$ cat config.mk
export PLATFORM = sky130hd
export DESIGN_NAME = clock_time_ctrl
export DESIGN_NICKNAME = d
export VERILOG_FILES = /design/src/rtl/clock_pkg.sv /design/src/rtl/clock_time_ctrl_bcd_mod_counter.sv /design/src/rtl/clock_time_ctrl.sv
export SDC_FILE = /design/constraint.sdc
export NUM_CORES = 1
export LEC_CHECK = 0
export CORE_ASPECT_RATIO = 2
export CORE_MARGIN = 8
export CORE_UTILIZATION = 45
export CTS_CLUSTER_SIZE = 25
export DETAILED_ROUTE_END_ITERATION = 12
export GPL_TIMING_DRIVEN = 0
export PLACE_DENSITY_LB_ADDON = 0.05
export SYNTH_ARGS = -nofsm -noshare
export SYNTH_HDL_FRONTEND = slang
export SYNTH_HIERARCHICAL = 1
export SYNTH_SLANG_ARGS = --single-unit
$ cat constraint.sdc
create_clock -name clk -period 6.5 [get_ports clk]
set_input_delay 1.95 -clock clk [delete_from_list [all_inputs] [get_ports clk]]
set_output_delay 1.95 -clock clk [all_outputs]
set_load 0.02 [all_outputs]
$ cat src/rtl/clock_pkg.sv
// Shared definitions for the digital clock: mode encodings and field moduli.
package clock_pkg;

    typedef enum logic [1:0] {
        RUN          = 2'b00,
        SET_MIN      = 2'b01,
        SET_HOUR     = 2'b10,
        MODE_ILLEGAL = 2'b11
    } mode_t;

    localparam int SEC_MOD  = 60;
    localparam int MIN_MOD  = 60;
    localparam int HOUR_MOD = 24;

endpackage : clock_pkg

$ cat src/rtl/clock_time_ctrl_bcd_mod_counter.sv
// Two-digit BCD counter modulo MOD with synchronous clear and enable.
// wrap flags the enabled increment that returns the count to 00.
module bcd_mod_counter #(
    parameter int MOD = 60
) (
    input  logic       clk,
    input  logic       rst,
    input  logic       en,
    input  logic       clr,
    output logic [3:0] tens,
    output logic [3:0] units,
    output logic       wrap
);

    localparam logic [3:0] LAST_TENS  = 4'((MOD - 1) / 10);
    localparam logic [3:0] LAST_UNITS = 4'((MOD - 1) % 10);

    logic [3:0] tens_r;
    logic [3:0] units_r;
    logic       at_max_s;

    assign at_max_s = (tens_r == LAST_TENS) && (units_r == LAST_UNITS);
    assign wrap     = en && at_max_s;
    assign tens     = tens_r;
    assign units    = units_r;

    // Digit registers; clear takes precedence over an enabled increment.
    always_ff @(posedge clk) begin
        if (rst || clr) begin
            tens_r  <= 4'd0;
            units_r <= 4'd0;
        end else if (en) begin
            if (at_max_s) begin
                tens_r  <= 4'd0;
                units_r <= 4'd0;
            end else if (units_r == 4'd9) begin
                tens_r  <= tens_r + 4'd1;
                units_r <= 4'd0;
            end else begin
                tens_r  <= tens_r;
                units_r <= units_r + 4'd1;
            end
        end else begin
            tens_r  <= tens_r;
            units_r <= units_r;
        end
    end

endmodule : bcd_mod_counter

$ cat src/rtl/clock_time_ctrl.sv
// Time-keeping controller: HH:MM:SS BCD counters, one-second prescaler and
// the RUN / SET_MIN / SET_HOUR mode machine selecting what btn_inc reaches.
module clock_time_ctrl
    import clock_pkg::*;
#(
    parameter int TICK_DIV = 100_000_000
) (
    input  logic       clk,
    input  logic       rst,
    input  logic       btn_mode,
    input  logic       btn_inc,
    output logic [3:0] h1,
    output logic [3:0] h2,
    output logic [3:0] m1,
    output logic [3:0] m2,
    output logic [3:0] s1,
    output logic [3:0] s2,
    output logic [1:0] mode,
    output logic       sec_tick
);

    localparam int             PW         = (TICK_DIV > 2) ? $clog2(TICK_DIV) : 1;
    localparam logic [PW-1:0]  PRESC_LAST = PW'(TICK_DIV - 1);

    mode_t          mode_r;
    mode_t          mode_next_s;
    logic [PW-1:0]  presc_r;
    logic [PW-1:0]  presc_next_s;
    logic           sec_tick_r;
    logic           run_s;
    logic           tick_s;
    logic           sec_clr_s;
    logic           sec_wrap_s;
    logic           min_wrap_s;
    logic           hour_wrap_s;
    logic           min_en_s;
    logic           hour_en_s;

    assign run_s = (mode_r == RUN);

    // A mode change on a terminal-count cycle wins over the tick.
    assign tick_s    = run_s && (presc_r == PRESC_LAST) && !btn_mode;
    assign sec_clr_s = run_s && btn_mode;
    assign min_en_s  = run_s ? sec_wrap_s
                             : ((mode_r == SET_MIN) && btn_inc && !btn_mode);
    assign hour_en_s = run_s ? min_wrap_s
                             : ((mode_r == SET_HOUR) && btn_inc && !btn_mode);

    // Mode sequencing; the unused encoding recovers to RUN.
    always_comb begin
        mode_next_s = mode_r;
        case (mode_r)
            RUN:      mode_next_s = btn_mode ? SET_MIN  : RUN;
            SET_MIN:  mode_next_s = btn_mode ? SET_HOUR : SET_MIN;
            SET_HOUR: mode_next_s = btn_mode ? RUN      : SET_HOUR;
            default:  mode_next_s = RUN;
        endcase
    end

    // Prescaler is held at zero outside RUN and on the edge leaving RUN.
    always_comb begin
        presc_next_s = presc_r;
        if (!run_s || btn_mode) begin
            presc_next_s = '0;
        end else if (presc_r == PRESC_LAST) begin
            presc_next_s = '0;
        end else begin
            presc_next_s = presc_r + PW'(1);
        end
    end

    // State register for mode, prescaler and the registered tick strobe.
    always_ff @(posedge clk) begin
        if (rst) begin
            mode_r     <= RUN;
            presc_r    <= '0;
            sec_tick_r <= 1'b0;
        end else begin
            mode_r     <= mode_next_s;
            presc_r    <= presc_next_s;
            sec_tick_r <= tick_s;
        end
    end

    bcd_mod_counter #(.MOD(SEC_MOD)) u_sec (
        .clk   (clk),
        .rst   (rst),
        .en    (tick_s),
        .clr   (sec_clr_s),
        .tens  (s1),
        .units (s2),
        .wrap  (sec_wrap_s)
    );

    bcd_mod_counter #(.MOD(MIN_MOD)) u_min (
        .clk   (clk),
        .rst   (rst),
        .en    (min_en_s),
        .clr   (1'b0),
        .tens  (m1),
        .units (m2),
        .wrap  (min_wrap_s)
    );

    bcd_mod_counter #(.MOD(HOUR_MOD)) u_hour (
        .clk   (clk),
        .rst   (rst),
        .en    (hour_en_s),
        .clr   (1'b0),
        .tens  (h1),
        .units (h2),
        .wrap  (hour_wrap_s)
    );

    assign mode     = mode_r;
    assign sec_tick = sec_tick_r;

endmodule : clock_time_ctrl

# After elaboration in Yosys (flattened, before gate mapping)
# Cells that the tools add are included.
[word_totals]
inputBits = 4
latch_bits = 0
output_inout_bits = 27
regBits = 54
memories = 0
mem_bits_ro = 0
ramBits = 0
[op_classes]
muxes = 18
shift = 0
order_cmp = 0
addsub = 7
reduce_logical = 24
bitwise_logic = 0
div = 0
eq_ne = 10
multipliers = 0
[ops]
columns = ["op", "n"]
rows = [
  ["2-to-1 mux 4 bit", 12],
  ["adder 27 x 1 -> 27 bit (second input constant)", 1],
  ["== test 27 bit (second input constant)", 1],
  ["adder 4 x 1 -> 4 bit (second input constant)", 6],
  ["== test 4 bit (second input constant)", 3],
  ["logical AND 1 bit", 12],
  ["== test 4 x 2 -> 1 bit (second input constant)", 2],
  ["== test 4 x 3 -> 1 bit (second input constant)", 2],
  ["case mux 2 bit (3 select lines)", 1],
  ["AND reduction 2 bit", 3],
  ["nonzero test 2 bit", 3],
  ["2-to-1 mux 2 bit", 2],
  ["2-to-1 mux 1 bit", 3],
  ["OR reduction 3 bit", 1],
  ["== test 2 x 1 -> 1 bit (second input constant)", 1],
  ["== test 2 bit (second input constant)", 1],
  ["logical NOT 1 bit", 2],
  ["logical NOT 2 bit", 1],
  ["logical OR 1 bit", 2],
]

# Longest topological paths before layout
[depth]
depth_word = 8
mapped_depth = 20
depth_no_buf = 16

# By module
# Netlist, hierarchy kept.
[by_module_without_submodules]
columns = ["module", "cells_per_inst", "instances", "area_per_inst_um2"]
rows = [
  ["clock_time_ctrl", 174, 1, 1516.5],
  ["bcd_mod_counter at u_min ...", 45, 2, 417.9],
  ["bcd_mod_counter at u_hour", 48, 1, 430.4],
]

# Worst setup path before layout
# OpenSTA, ideal clock, no wires.
[synth_timing]
kind = "input port to flip-flop"
from = "input btn_mode"
to = "register u_hour.units_r[1], in the netlist u_hour/units[1]"
path_stages = 15
path_buffers = 3
arrival_time_ns = 4.144
path_slack_ns = 2.286
required_time_ns = 6.430
path_cell_list = "nor4_2 > buf_4 > nand4b_4 > nor2_1 > mux2i_1 > nor2_1 > buf_4 > nand4b_4 > nor2_1 > mux2i_1 > nor2_1 > clkbuf_1 > inv_1 > or3_1 > a21oi_1"
[synth_between]
elab_chain_len = 6
[synth_rtl]
columns = ["item", "line", "rtl"]
rows = [
  ["from (decl)", "clock_time_ctrl.sv:10", "input logic btn_mode,"],
  ["logical NOT 1 bit", "clock_time_ctrl.sv:42", "assign tick_s = run_s && (presc_r == PRESC_LAST) && !btn_mode;"],
  ["logical AND 1 bit", "clock_time_ctrl.sv:42", ""],
  ["logical AND 1 bit", "clock_time_ctrl_bcd_mod_counter.sv:23", "assign wrap = en && at_max_s;"],
  ["via sec_wrap_s", "clock_time_ctrl.sv:33", "logic sec_wrap_s;"],
  ["2-to-1 mux 1 bit", "clock_time_ctrl.sv:44", "assign min_en_s = run_s ? sec_wrap_s"],
  ["via min_en_s", "clock_time_ctrl.sv:36", "logic min_en_s;"],
  ["logical AND 1 bit", "clock_time_ctrl_bcd_mod_counter.sv:23", ""],
  ["via min_wrap_s", "clock_time_ctrl.sv:34", "logic min_wrap_s;"],
  ["2-to-1 mux 1 bit", "clock_time_ctrl.sv:46", "assign hour_en_s = run_s ? min_wrap_s"],
  ["via hour_en_s", "clock_time_ctrl.sv:37", "logic hour_en_s;"],
  ["to (signal assigned)", "clock_time_ctrl_bcd_mod_counter.sv:41", "units_r <= units_r + 4'd1;"],
  ["to (signal assigned)", "clock_time_ctrl_bcd_mod_counter.sv:45", "units_r <= units_r;"],
  ["to (decl)", "clock_time_ctrl_bcd_mod_counter.sv:19", "logic [3:0] units_r;"],
]
# The timed path passes the listed nets, and every way through them passes these cells.
# A chain may end at the register's enable or synchronous reset.

# Worst setup path after layout
[layout_timing]
from = "input btn_mode"
to = "register u_hour.units_r[1], in the netlist u_hour/units[1]"
[layout_between]
elab_chain_len = 6
[layout_rtl]
columns = ["item", "line", "rtl"]
rows = [
  ["logical NOT 1 bit", "clock_time_ctrl.sv:42", ""],
  ["logical AND 1 bit", "clock_time_ctrl.sv:42", ""],
  ["via tick_s", "clock_time_ctrl.sv:31", "logic tick_s;"],
  ["logical AND 1 bit", "clock_time_ctrl_bcd_mod_counter.sv:23", ""],
  ["via sec_wrap_s", "clock_time_ctrl.sv:33", ""],
  ["2-to-1 mux 1 bit", "clock_time_ctrl.sv:44", ""],
  ["via min_en_s", "clock_time_ctrl.sv:36", ""],
  ["logical AND 1 bit", "clock_time_ctrl_bcd_mod_counter.sv:23", ""],
  ["via min_wrap_s", "clock_time_ctrl.sv:34", ""],
  ["2-to-1 mux 1 bit", "clock_time_ctrl.sv:46", ""],
  ["via hour_en_s", "clock_time_ctrl.sv:37", ""],
]
# The timed path passes the listed nets, and every way through them passes these cells.

==> run metrics <==
pins over their slew limit 0; detailed-route wire length per cell 14.2 um; Root Buffer Master clkbuf_16; total congestion overflow 0; Setup crit start kind input pin; die height 127 um; global-route wire length before repair 10,400 um; H-tree levels 2; Gate Count Post-Synth 310; weighted congestion reported at the end of routability-driven placement 0.899; period utilisation layout 76.7%; growth of design area from synthesis to finish 20.2%; Final Critical Period 4990 ps; initial core utilization 46.2%; measured slew at the worst slew-check pin 526 ps; number of antenna violations at the first check in global routing 0; HP Class reg2reg; Pre-antenna DRT Iters 4; cell repeated most along the worst path nor2_1; status complete, no violations; normalized max-slew margin 64.7%; setup slack at placement 1220 ps; maximum clock insertion buffer count 2; number of warning messages in the yosys log 6; area of the placeable core 6010 um^2; CTS clock-pin slew for the worst setup and hold paths 70 ps; buffers plus inverters on the worst setup path 5; number of routed nets with antenna violations 0; number of port buffers 30; Peak VDD IR 156 uV; Max stage delay cell, worst path clkdlybuf4s50_1; vias in the first global route 2,261; Pleak 1.18 nW; Post-Synthesis Mean Instance Area 8.95 um^2; count of unresolved DRC violations after routing 0; dpl hpwl 4480 um; number of instances resized during post-cts repair 0; Routed WL 5870 um; clock buffers created by TritonCTS 5; post-layout net count 367; maximum achievable frequency 201 MHz; final hold violations 0; Die X-Extent 71.5 um; category of cells accounting for the largest share of critical-path delay simple AND/OR/NAND/NOR gates; worst skew pair latency 290 ps; setup repair after global routing missed its margin no; Max FO, Critical Path 10; setup repair bufs after CTS 0; data arrival time of the critical path 5210 ps; data required time at the worst endpoint 6730 ps; number of max-cap violations 0; clock sink total 54; top-level I/O count 31; Syn Std Cell Area 2770 um^2; Setup TNS 0 ps; power density over the cells 202 nW/um^2; Final WS setup 1510 ps; Inserted Diodes 0; setup violation total in the final timing report 0; type of the worst setup path in2reg; CP endpoint kind flop; violation count after the first detailed-routing iteration 111; Slowest Stage Delay on Critical Path 550 ps; crit path cell chain clkdlybuf4s50_1 > nor4_2 > buf_4 > nand4b_4 > nor2_1 > mux2i_1 > nor2_1 > buf_4 > nand4b_4 > nor2_1 > mux2i_1 > nor2_1 > clkbuf_1 > inv_1 > or3_1 > a21oi_1; DR vias 2,253; hold-fix buffer count after cts 0; clk_skew 6.76 ps; TritonCTS clock tree done; cell row count 40; number of vias per cell after detailed routing 5.44; full die area 9080 um^2; filler cell count in the final layout 566; pin count of the biggest net entering global routing 18; ratio of cells with drive above 1 in the final layout 9.69%; global-route total usage across every layer 14.1%
-- stage by stage --
stage	instances	utilization, %	area (um^2)	hold slack, ps	total power, W
after global routing	414	55.5	3330	491	0.000700
after CTS	414	55.5	3330	473	0.000683
after global placement	406	52.7	3160	448	0.000375
after floorplan	313	-	2790	426	0.000364
final	414	55.5	3330	469	0.000674
after detailed placement	406	52.7	3160	456	0.000375
-- placed cells by master, fill, tap and decap left out, types with 5 or more instances in the layout --
cell and count:
a21oi_1 10, clkbuf_16 5, clkdlybuf4s50_1 30, dfxtp_1 54
ha_1 13, inv_1 11, nand2_1 21, nand2b_1 5
nand3_1 22, nand3b_1 6, nand4_1 10, nor2_1 47
nor4_1 5, xnor2_1 12, xor2_1 20
-- cell type report --
type | instances | area [um^2] | share of cell area [%]
Sequential cell | 54 | 1080 | 32.4
Inverter | 11 | 41.3 | 1.24
Tap cell | 63 | 78.8 | 2.36
Buffer | 11 | 86.3 | 2.59
Clock buffer | 5 | 125 | 3.75
Timing Repair Buffer | 30 | 300 | 9.01
Multi-Input combinational cell | 237 | 1580 | 47.3
Clock inverter | 3 | 43.8 | 1.31
-- state kept, by name (all words and copies together) (netlist names) --
name,flops
sec_tick,1
u_hour/units,4
u_sec/tens,4
u_hour/tens,4
presc_r,27
u_sec/units,4
mode,2
u_min/units,4
u_min/tens,4
-- power by group --
part | switching, W | internal [W]
sequential | 0.00000187 | 0.000333
clock | 0.000125 | 0.000183
combinational | 0.0000185 | 0.0000139
-- worst paths after layout --
check,start,endpoint,slack [ps],depth (start not counted)
hold / removal,presc_r[0]$_SDFF_PP0_,presc_r[0]$_SDFF_PP0_,470,1
setup reg to reg,presc_r[0]$_SDFF_PP0_,u_hour/units[1]$_SDFFE_PP0P_,2370,20
hold reg to reg,presc_r[0]$_SDFF_PP0_,presc_r[0]$_SDFF_PP0_,470,1
setup / recovery,btn_mode,u_hour/units[1]$_SDFFE_PP0P_,1510,16
-- worst reg2reg max path, stage by stage, from the launching register on --
cell      delay, ps
dfxtp_1         380
ha_1            230
nand4_1         220
nand2b_1        200
clkbuf_4        180
or2_4           270
nor4_2          150
buf_4           200
nand4b_4        170
nor2_1          160
mux2i_1          80
nor2_1          100
buf_4           160
nand4b_4        170
nor2_1          140
mux2i_1          70
nor2_1          130
clkbuf_1        390
inv_1           150
or3_1           390
a21oi_1         110
-- routing by layer --
| layer | share of wire [%] | wire length, um | track usage (%) |
|---|---|---|---|
| met3 | 3.3 | 194 | 3.21 |
| met2 | 54 | 3150 | 25.8 |
| met5 | 0 | 0 | 0 |
| met4 | 4.3 | 253 | 8.85 |
| met1 | 39 | 2270 | 13.7 |
Note: power is estimated with default switching activity, not from simulation.
